===== src/rtl/neander_io_pkg.sv =====
// ==== neander_io_pkg : status-bit indices and UART FSM states shared by TX and RX ====
// Rev 1.0
`default_nettype none

package neander_io_pkg;

  localparam int ST_RX_VALID = 0;
  localparam int ST_TX_FULL  = 1;
  localparam int ST_TX_EMPTY = 2;
  localparam int ST_TX_BUSY  = 3;
  localparam int ST_RX_OVR   = 4;
  localparam int ST_RX_FERR  = 5;
  localparam int ST_TX_OVF   = 6;

  typedef enum logic [1:0] {
    IDLE  = 2'd0,
    START = 2'd1,
    DATA  = 2'd2,
    STOP  = 2'd3
  } uart_state_t;

endpackage

`default_nettype wire


===== src/rtl/neander_uart_rx.sv =====
// ==== neander_uart_rx : 8N1 receiver with synchronizer, holding register and sticky flags ====
// Rev 1.0
`default_nettype none

module neander_uart_rx
  import neander_io_pkg::*;
#(
  parameter int CLKS_PER_BIT = 16
) (
  input  logic       clk,
  input  logic       reset,
  input  logic       rxd,
  input  logic       rd,
  output logic [7:0] data,
  output logic       valid,
  output logic       overrun,
  output logic       frame_err
);

  localparam int            CW   = $clog2(CLKS_PER_BIT);
  localparam logic [CW-1:0] LAST = CW'(CLKS_PER_BIT - 1);
  localparam logic [CW-1:0] HALF = CW'(CLKS_PER_BIT / 2 - 1);

  logic          sync1;
  logic          sync2;
  uart_state_t   state;
  logic [CW-1:0] cnt;
  logic [2:0]    bit_idx;
  logic [7:0]    shift;
  logic          armed;
  logic          done_ok;
  logic          done_bad;

  always_ff @(posedge clk or negedge reset) begin
    if (!reset) begin
      sync1 <= 1'b1;
      sync2 <= 1'b1;
    end else begin
      sync1 <= rxd;
      sync2 <= sync1;
    end
  end

  always_comb begin
    done_ok  = (state == STOP) && (cnt == LAST) && sync2;
    done_bad = (state == STOP) && (cnt == LAST) && !sync2;
  end

  // armed blocks a held-low line (break or bad stop) from being seen as a new start bit
  always_ff @(posedge clk or negedge reset) begin
    if (!reset) begin
      state   <= IDLE;
      cnt     <= '0;
      bit_idx <= 3'd0;
      shift   <= 8'h00;
      armed   <= 1'b1;
    end else begin
      case (state)
        IDLE: begin
          cnt <= '0;
          if (sync2) begin
            armed <= 1'b1;
          end else if (armed) begin
            state <= START;
          end
        end
        START: begin
          if (cnt == HALF) begin
            cnt     <= '0;
            bit_idx <= 3'd0;
            state   <= sync2 ? IDLE : DATA;
          end else begin
            cnt <= cnt + 1'b1;
          end
        end
        DATA: begin
          if (cnt == LAST) begin
            cnt     <= '0;
            shift   <= {sync2, shift[7:1]};
            bit_idx <= bit_idx + 1'b1;
            if (bit_idx == 3'd7) begin
              state <= STOP;
            end
          end else begin
            cnt <= cnt + 1'b1;
          end
        end
        STOP: begin
          if (cnt == LAST) begin
            cnt   <= '0;
            armed <= 1'b0;
            state <= IDLE;
          end else begin
            cnt <= cnt + 1'b1;
          end
        end
        default: state <= IDLE;
      endcase
    end
  end

  // A completing byte wins over a coincident read; a read still clears flags it does not set
  always_ff @(posedge clk or negedge reset) begin
    if (!reset) begin
      data      <= 8'h00;
      valid     <= 1'b0;
      overrun   <= 1'b0;
      frame_err <= 1'b0;
    end else begin
      if (done_ok) begin
        data  <= shift;
        valid <= 1'b1;
      end else if (rd) begin
        valid <= 1'b0;
      end

      if (done_ok && valid && !rd) begin
        overrun <= 1'b1;
      end else if (rd) begin
        overrun <= 1'b0;
      end

      if (done_bad) begin
        frame_err <= 1'b1;
      end else if (rd) begin
        frame_err <= 1'b0;
      end
    end
  end

endmodule

`default_nettype wire


===== src/rtl/neander_io_uart.sv =====
// ==== neander_io_uart : CPU I/O port peripheral - TX FIFO + 8N1 transmitter, RX via neander_uart_rx ====
// Rev 1.0
`default_nettype none

module neander_io_uart
  import neander_io_pkg::*;
#(
  parameter int CLKS_PER_BIT = 16,
  parameter int FIFO_DEPTH   = 4
) (
  input  logic       clk,
  input  logic       reset,
  input  logic [7:0] io_out,
  input  logic       io_write,
  input  logic       io_rd,
  input  logic       uart_rxd,
  output logic       uart_txd,
  output logic [7:0] io_in,
  output logic [7:0] io_status
);

  localparam int            AW   = $clog2(FIFO_DEPTH);
  localparam int            CW   = $clog2(CLKS_PER_BIT);
  localparam logic [CW-1:0] LAST = CW'(CLKS_PER_BIT - 1);

  logic [7:0]    mem [FIFO_DEPTH];
  logic [AW:0]   wptr;
  logic [AW:0]   rptr;
  logic          fifo_empty;
  logic          fifo_full;
  logic          push;
  logic          pop;
  logic          tx_ovf;

  uart_state_t   state;
  logic [CW-1:0] cnt;
  logic [2:0]    bit_idx;
  logic [7:0]    shift;
  logic          bit_end;

  logic          rx_valid;
  logic          rx_ovr;
  logic          rx_ferr;

  // Extra pointer MSB distinguishes full from empty when the index bits match
  always_comb begin
    fifo_empty = (wptr == rptr);
    fifo_full  = (wptr[AW] != rptr[AW]) && (wptr[AW-1:0] == rptr[AW-1:0]);
    bit_end    = (cnt == LAST);
    pop        = !fifo_empty && ((state == IDLE) || ((state == STOP) && bit_end));
    push       = io_write && (!fifo_full || pop);
  end

  always_ff @(posedge clk) begin
    if (push) begin
      mem[wptr[AW-1:0]] <= io_out;
    end
  end

  always_ff @(posedge clk or negedge reset) begin
    if (!reset) begin
      wptr   <= '0;
      rptr   <= '0;
      tx_ovf <= 1'b0;
    end else begin
      if (push) begin
        wptr <= wptr + 1'b1;
      end
      if (pop) begin
        rptr <= rptr + 1'b1;
      end
      if (io_write && !push) begin
        tx_ovf <= 1'b1;
      end else if (io_rd) begin
        tx_ovf <= 1'b0;
      end
    end
  end

  always_ff @(posedge clk or negedge reset) begin
    if (!reset) begin
      state    <= IDLE;
      cnt      <= '0;
      bit_idx  <= 3'd0;
      shift    <= 8'h00;
      uart_txd <= 1'b1;
    end else begin
      case (state)
        IDLE: begin
          cnt <= '0;
          if (pop) begin
            shift    <= mem[rptr[AW-1:0]];
            uart_txd <= 1'b0;
            state    <= START;
          end
        end
        START: begin
          if (bit_end) begin
            cnt      <= '0;
            bit_idx  <= 3'd0;
            uart_txd <= shift[0];
            shift    <= {1'b1, shift[7:1]};
            state    <= DATA;
          end else begin
            cnt <= cnt + 1'b1;
          end
        end
        DATA: begin
          if (bit_end) begin
            cnt <= '0;
            if (bit_idx == 3'd7) begin
              uart_txd <= 1'b1;
              state    <= STOP;
            end else begin
              bit_idx  <= bit_idx + 1'b1;
              uart_txd <= shift[0];
              shift    <= {1'b1, shift[7:1]};
            end
          end else begin
            cnt <= cnt + 1'b1;
          end
        end
        STOP: begin
          if (bit_end) begin
            cnt <= '0;
            // Back-to-back frames: next start bit follows the stop bit with no idle gap
            if (pop) begin
              shift    <= mem[rptr[AW-1:0]];
              uart_txd <= 1'b0;
              state    <= START;
            end else begin
              state <= IDLE;
            end
          end else begin
            cnt <= cnt + 1'b1;
          end
        end
        default: state <= IDLE;
      endcase
    end
  end

  neander_uart_rx #(
    .CLKS_PER_BIT(CLKS_PER_BIT)
  ) u_rx (
    .clk      (clk),
    .reset    (reset),
    .rxd      (uart_rxd),
    .rd       (io_rd),
    .data     (io_in),
    .valid    (rx_valid),
    .overrun  (rx_ovr),
    .frame_err(rx_ferr)
  );

  always_comb begin
    io_status              = 8'h00;
    io_status[ST_RX_VALID] = rx_valid;
    io_status[ST_TX_FULL]  = fifo_full;
    io_status[ST_TX_EMPTY] = fifo_empty;
    io_status[ST_TX_BUSY]  = (state != IDLE);
    io_status[ST_RX_OVR]   = rx_ovr;
    io_status[ST_RX_FERR]  = rx_ferr;
    io_status[ST_TX_OVF]   = tx_ovf;
  end

endmodule

`default_nettype wire


===== config.mk =====
export PLATFORM = sky130hd
export DESIGN_NAME = neander_io_uart
export DESIGN_NICKNAME = d
export VERILOG_FILES = /design/src/rtl/neander_io_pkg.sv /design/src/rtl/neander_uart_rx.sv /design/src/rtl/neander_io_uart.sv
export SDC_FILE = /design/constraint.sdc
export NUM_CORES = 1
export LEC_CHECK = 0
export ABC_AREA = 1
export CORE_ASPECT_RATIO = 0.7
export CORE_MARGIN = 4
export CORE_UTILIZATION = 53
export CTS_CLUSTER_SIZE = 20
export DETAILED_ROUTE_END_ITERATION = 16
export GPL_TIMING_DRIVEN = 0
export PLACE_DENSITY = 0.77
export SYNTH_ARGS = -nofsm -noshare
export SYNTH_HDL_FRONTEND = slang
export SYNTH_SLANG_ARGS = --single-unit

===== constraint.sdc =====
create_clock -name clk -period 1.7 [get_ports clk]
set_input_delay 0.17 -clock clk [delete_from_list [all_inputs] [get_ports clk]]
set_output_delay 0.17 -clock clk [all_outputs]
set_load 0.05 [all_outputs]

* Yosys cells after proc, flatten, opt, wreduce, memory -nomap -nowiden
Memory sizes are Yosys's and may differ from the RTL's. Cells that the tools add are included.
Storage, ports and cells: input port bits 13, output and inout bits 17, word-level logic and storage cells 139, memory bits (writable) 32, register bits 56, memories kept 1
Memory list:
- mem | depth 4, bits a word 8, rd ports 1, clocked after Yosys merged registers in 0, write ports 1, line neander_io_uart.sv:26 | logic [7:0] mem [FIFO_DEPTH];
Operators by class: reductions and logical operators 37, eq/ne operators 27, multiplexer cells 49, add/subtract/negate cells 6
Operators with widths (number):
- $mux W8 | 5
- $pmux W8 S4 | 1
- $mux W2 | 12
- $ne A2 B2 Y1 const B | 8
- $pmux W2 S4 | 2
- $reduce_bool A2 Y1 | 8
- $mux W1 | 15
- $mux W3 | 5
- $add A3 B1 Y3 const B | 4
- $mux W4 | 3
- $pmux W3 S2 | 2
- $pmux W4 S3 | 1
- $logic_and A1 B1 Y1 | 10
- $ne A2 B1 Y1 const B | 5
- $reduce_and A3 Y1 | 3
- $add A4 B1 Y4 const B | 2
- $eq A2 B2 Y1 const B | 4
- $eq A4 B4 Y1 const B | 2
- $pmux W4 S2 | 1
- $reduce_and A4 Y1 | 2
- $eq A3 B3 Y1 const B | 2
- $reduce_and A6 Y1 | 1
- $logic_not A1 Y1 | 5
- $reduce_and A5 Y1 | 1
- other kinds (12) | 15

* Longest topological paths before layout
Gate-level depths: netlist of the first run.
depth after elaboration 9, mapped depth 10, depth with buffers taken out 10

* Modules after synthesis
Synthesis of the first run repeated with hierarchy kept, for this count alone.
Unflattened totals: cell total of the unflattened synthesis 418, area, all modules 4170.2 µm²
Modules (own cells, without submodules):
- neander_io_uart | area an instance 2864.0 µm², instances 1, seq. area each 1587.8 µm², cells an instance 283
- neander_uart_rx | area an instance 1306.3 µm², instances 1, seq. area each 779.5 µm², cells an instance 135

* Worst setup path after synthesis of the first run
No wires, ideal clock.
path type reg-to-reg, start point register state[0], end point memory mem[0][0] (enable), clock period less this slack 2120 ps, setup time 371 ps, setup slack -420 ps, buffers on the path 0, arrival 1749 ps, stages on the path, launching flop included 9, cell sequence dfrtp_1 > inv_1 > ha_1 > inv_1 > nand2_2 > nand2_8 > nand2_4 > nand2_4 > nor2_1
On the way: word-level cells in the longest chain between the ends 8, elaborated cells on any way between the ends 9, classes of those cells 1 x eq/ne; 2 x mux; 6 x reduce/logical
Ends and longest elaborated chain:
- start: declaration | line neander_io_uart.sv:35 | uart_state_t state;
- start signal: assignment | line neander_io_uart.sv:82 | state <= IDLE;
- start signal: assignment | line neander_io_uart.sv:94 | state <= START;
- start signal: assignment | line neander_io_uart.sv:103 | state <= DATA;
- $eq A2 B2 Y1 | line neander_io_uart.sv:50 | pop = !fifo_empty && ((state == IDLE) || ((state == STOP) && bit_end));
- $logic_and A1 B1 Y1 | line neander_io_uart.sv:50
- $logic_or A1 B1 Y1 (*) | line neander_io_uart.sv:50
- $logic_and A1 B1 Y1 (*) | line neander_io_uart.sv:50
- $logic_or A1 B1 Y1 (*) | line neander_io_uart.sv:51 | push = io_write && (!fifo_full || pop);
- $logic_and A1 B1 Y1 (*) | line neander_io_uart.sv:51
- $mux W1 (*) | line neander_io_uart.sv:55 | if (push) begin
- $mux W1 (not written as such) (*) | line neander_io_uart.sv:56 | mem[wptr[AW-1:0]] <= io_out;
- end: declaration | line neander_io_uart.sv:26
Mark *: on every way between the ends. The rest lies on a longest branch, timed or not.

* Worst setup path after layout of the first run
start point register state[0], end point memory mem[2][1] (enable)
The elaborated chain is that of the path after synthesis.

==> metrics.cfg, run 1 <==
[outcome]
status = finished, violations left
failed_checks = setup timing

[global_routing]
grt_use_total_pct = 21.2
grt_max_degree = 37
first_global_vias = 3106
grt-ovfl-total = 0
grt_pass1_wl_um = 15200
antenna_found_initial = 0

[sta]
rsz0062_at_grt = yes
slew_violations = 0
fin_skew_ns = 0.00942
max_freq_mhz = 568
timing.final.crit_share_pct = 104
worstMarginPinSlew_ns = 0.504
final.setup.worst_slack_ns = -0.0596
slew_headroom_pct = 66.3
period_needed_ns = 1.76
final_hold_viol_count = 0
setup_viol = 40

[route]
drc_errors = 0
first_iter_violations = 159
via_per_inst = 5.32
ant_nets = 0
routed-via-count = 3230
drt-total-wl_um = 9870
dr.pass1.iters = 7
avgRoutedWirePerCell_um = 16.3

[power]
swShare_pct = 41.0
powerDensity_nw_per_um2 = 1870
p_comb_share_pct = 51.8
peakVddDrop_v = 0.00154
p_clk_share_pct = 18.7
internal_power_mw = 6.06
power_mw = 10.3
p_seq_share_pct = 29.5
p_switching_mw = 4.22
p_leak_nw = 2.64

[floorplanning]
ios = 30
core_um2 = 7480
die_h_um = 82.4
die_area_um2 = 9420
num_rows = 26
die_width_um = 114
start_util_pct = 56.0

[synthesis]
syn_area_um2 = 4190
syn_inst = 419
synth_edf_count = 32
synth-seq-cells = 88
yosys-top-cells-area = dfrtp_1, edfxtp_1, nand2_1
syn-num-nets = 453
synth_area_per_cell_um2 = 10.0
synth.most_common_cell = nand2_1
ys_types = 37
synth_top_cell_by_area = dfrtp_1
yosysSeqAreaShare_pct = 56.5
synth_common_cells = nand2_1, dfrtp_1, nand3_1
ys_async_sr_fraction_pct = 63.6
synth_top_cell_area_share_pct = 31.0
ys.flop_type = dfrtp_1
ys_warn_count = 0

[worst_hold_path]
holdPathStages = 1
min_path_type = in -> reg

[placed_design]
numPortBuffers = 28
pre_cts_ws_ns = -0.483
place_hpwl_um = 5660
place_congestion = 0.824

[clocking]
cts-root-buf = clkbuf_16
cts.sink_count = 88
htree_levels = 3
cts_tree = built
cts_buffer_depth = 2
clock_latency_ns = 0.34
numCtsBuffers = 9
clkTransAtPathRegs_ns = 0.06

[worst_setup_path]
critPathMaxFanout = 8
slowest_stage = dfrtp_1
crit_path_cell_trace = inv_2, ha_4, clkinvlp_4, nand2_4, nand2_8, nand2_8, nand2_8, nor2_4, buf_12
required_ns = 1.76
critPathLaunchType = flip-flop
path_buf_inv = 3
path_common_cell = nand2_8
crit_type = reg -> reg
crit_path_end_kind = flip-flop
slowest_delay_ns = 0.41
crit_family = simple AND/OR/NAND/NOR gates
r2r_cells = 9
cp.depth = 9
rrSetupSlack_ns = -0.06
cp.arrival_ns = 1.82

[finish]
layout-drive-gt1-share_pct = 27.7
final_nets = 539
area_growth_pct = 31.3
diodes = 0
n_fill_cell = 491

[run]
drv_cap = 0

final timing paths:
kind                                        end                  from
setup / recovery            mem[2][1]$_DFFE_PP_  state[0]$_DFFE_PN0P_
hold / removal             u_rx.sync1$_DFF_PN1_              uart_rxd
setup reg to reg            mem[2][1]$_DFFE_PP_  state[0]$_DFFE_PN0P_
hold reg to reg            u_rx.sync2$_DFF_PN1_  u_rx.sync1$_DFF_PN1_
max in group asynchronous  u_rx.sync2$_DFF_PN1_                 reset
min in group asynchronous  shift[1]$_DFFE_PN0P_                 reset
layer usage:
metal | vias up | wire [um] | GRT usage, %
met5 | - | 0 | 0
met4 | 0 | 199 | 5.93
met3 | 26 | 547 | 6.77
met2 | 112 | 4880 | 35.6
met1 | 1564 | 4250 | 27.0
li1 | 1528 | - | -
state kept, by name (all words and copies together) (netlist names), 3 cells and up, named ones only:
| signal | cells |
|---|---|
| mem | 32 |
| shift | 8 |
| u_rx.data | 8 |
| u_rx.shift | 8 |
| cnt | 4 |
| u_rx.cnt | 4 |
| bit_idx | 3 |
| rptr | 3 |
| u_rx.bit_idx | 3 |
| wptr | 3 |
timing repair:
item,4_1_cts,5_1_grt
pin swaps,15,15
hold buffers,1,0
hold endpoints to repair,19,0
gates resized for setup,46,32
gates cloned,0,0
buffers inserted,31,17
endpoints found under the setup margin,61,70
metrics by stage:
stage	hold slack, ns	util (%)	setup TNS, ns	area, um2	cells
after global placement	0.348	62.3	-71.76	4660	545
after floorplan	-0.126	-	-5.12	4260	419
after global routing	0.229	73.5	-3.94	5500	607
after CTS	0.227	70.9	-0.142	5310	593
final	0.234	73.5	-1.38	5500	607
after detailed placement	0.160	62.5	-6.92	4680	546
layout make-up:
type	instances	area [um2]	area share, %
sequential	88	2370	43.1
clock buffer	10	229	4.16
multi-input combinational	273	1700	30.9
clock inverter	5	56.3	1.02
tap	98	123	2.23
inverter	43	176	3.21
buffer	12	100	1.82
timing repair buffer	78	744	13.5
placed cells by master, fill, tap and decap left out, types with 4 or more instances in the layout:
| cell type | n |
|---|---|
| dfrtp_1 | 49 |
| a21oi_1 | 4 |
| nand2_8 | 5 |
| dfstp_2 | 4 |
| clkdlybuf4s50_1 | 12 |
| nand2_1 | 112 |
| clkbuf_16 | 9 |
| buf_12 | 4 |
| nor2_4 | 6 |
| ha_1 | 17 |
| inv_1 | 31 |
| buf_4 | 46 |
| nand2_4 | 5 |
| xor2_1 | 5 |
| dlymetal6s2s_1 | 7 |
| nand3_1 | 41 |
| buf_6 | 10 |
| nand2_2 | 12 |
| nor2_1 | 13 |
| dlygate4sd2_1 | 5 |
| o21ai_0 | 25 |
| edfxtp_1 | 32 |
| inv_2 | 9 |
power by group through the flow:
stage / registers, mW / clock network [mW] / logic, mW
floorplan: 2.97 / 0 / 3.09
global placement: 3.01 / 0 / 3.80
detailed placement: 3.03 / 0 / 3.95
CTS: 2.99 / 1.94 / 4.76
global route: 3.07 / 2.05 / 5.74
finish: 3.03 / 1.92 / 5.33
cells by family (layout without fill, tap and decap cells):
kind of cell    count (synthesis)  count (layout)  synth area share, %
simple gates                  205             205                 23.3
flops                          88              88                 56.5
buf+inv                        58             148                 6.78
compound gates                 40              40                 5.37
fa+ha+maj                      21              21                 6.27
xor+xnor                        6               6                 1.70
other cells                     1               1               0.0895
No activity file was read; power rests on OpenSTA's default activity.
==> run 2: changes to the inputs <==
--- a/config.mk
+++ b/config.mk
@@ -9,7 +9,6 @@
 export CORE_ASPECT_RATIO = 0.7
 export CORE_MARGIN = 4
 export CORE_UTILIZATION = 53
-export CTS_CLUSTER_SIZE = 20
 export DETAILED_ROUTE_END_ITERATION = 16
 export GPL_TIMING_DRIVEN = 0
 export PLACE_DENSITY = 0.77
==> results of run 2 <==
Same layout as run 1: the final DEF is identical, and so are final timing and power.
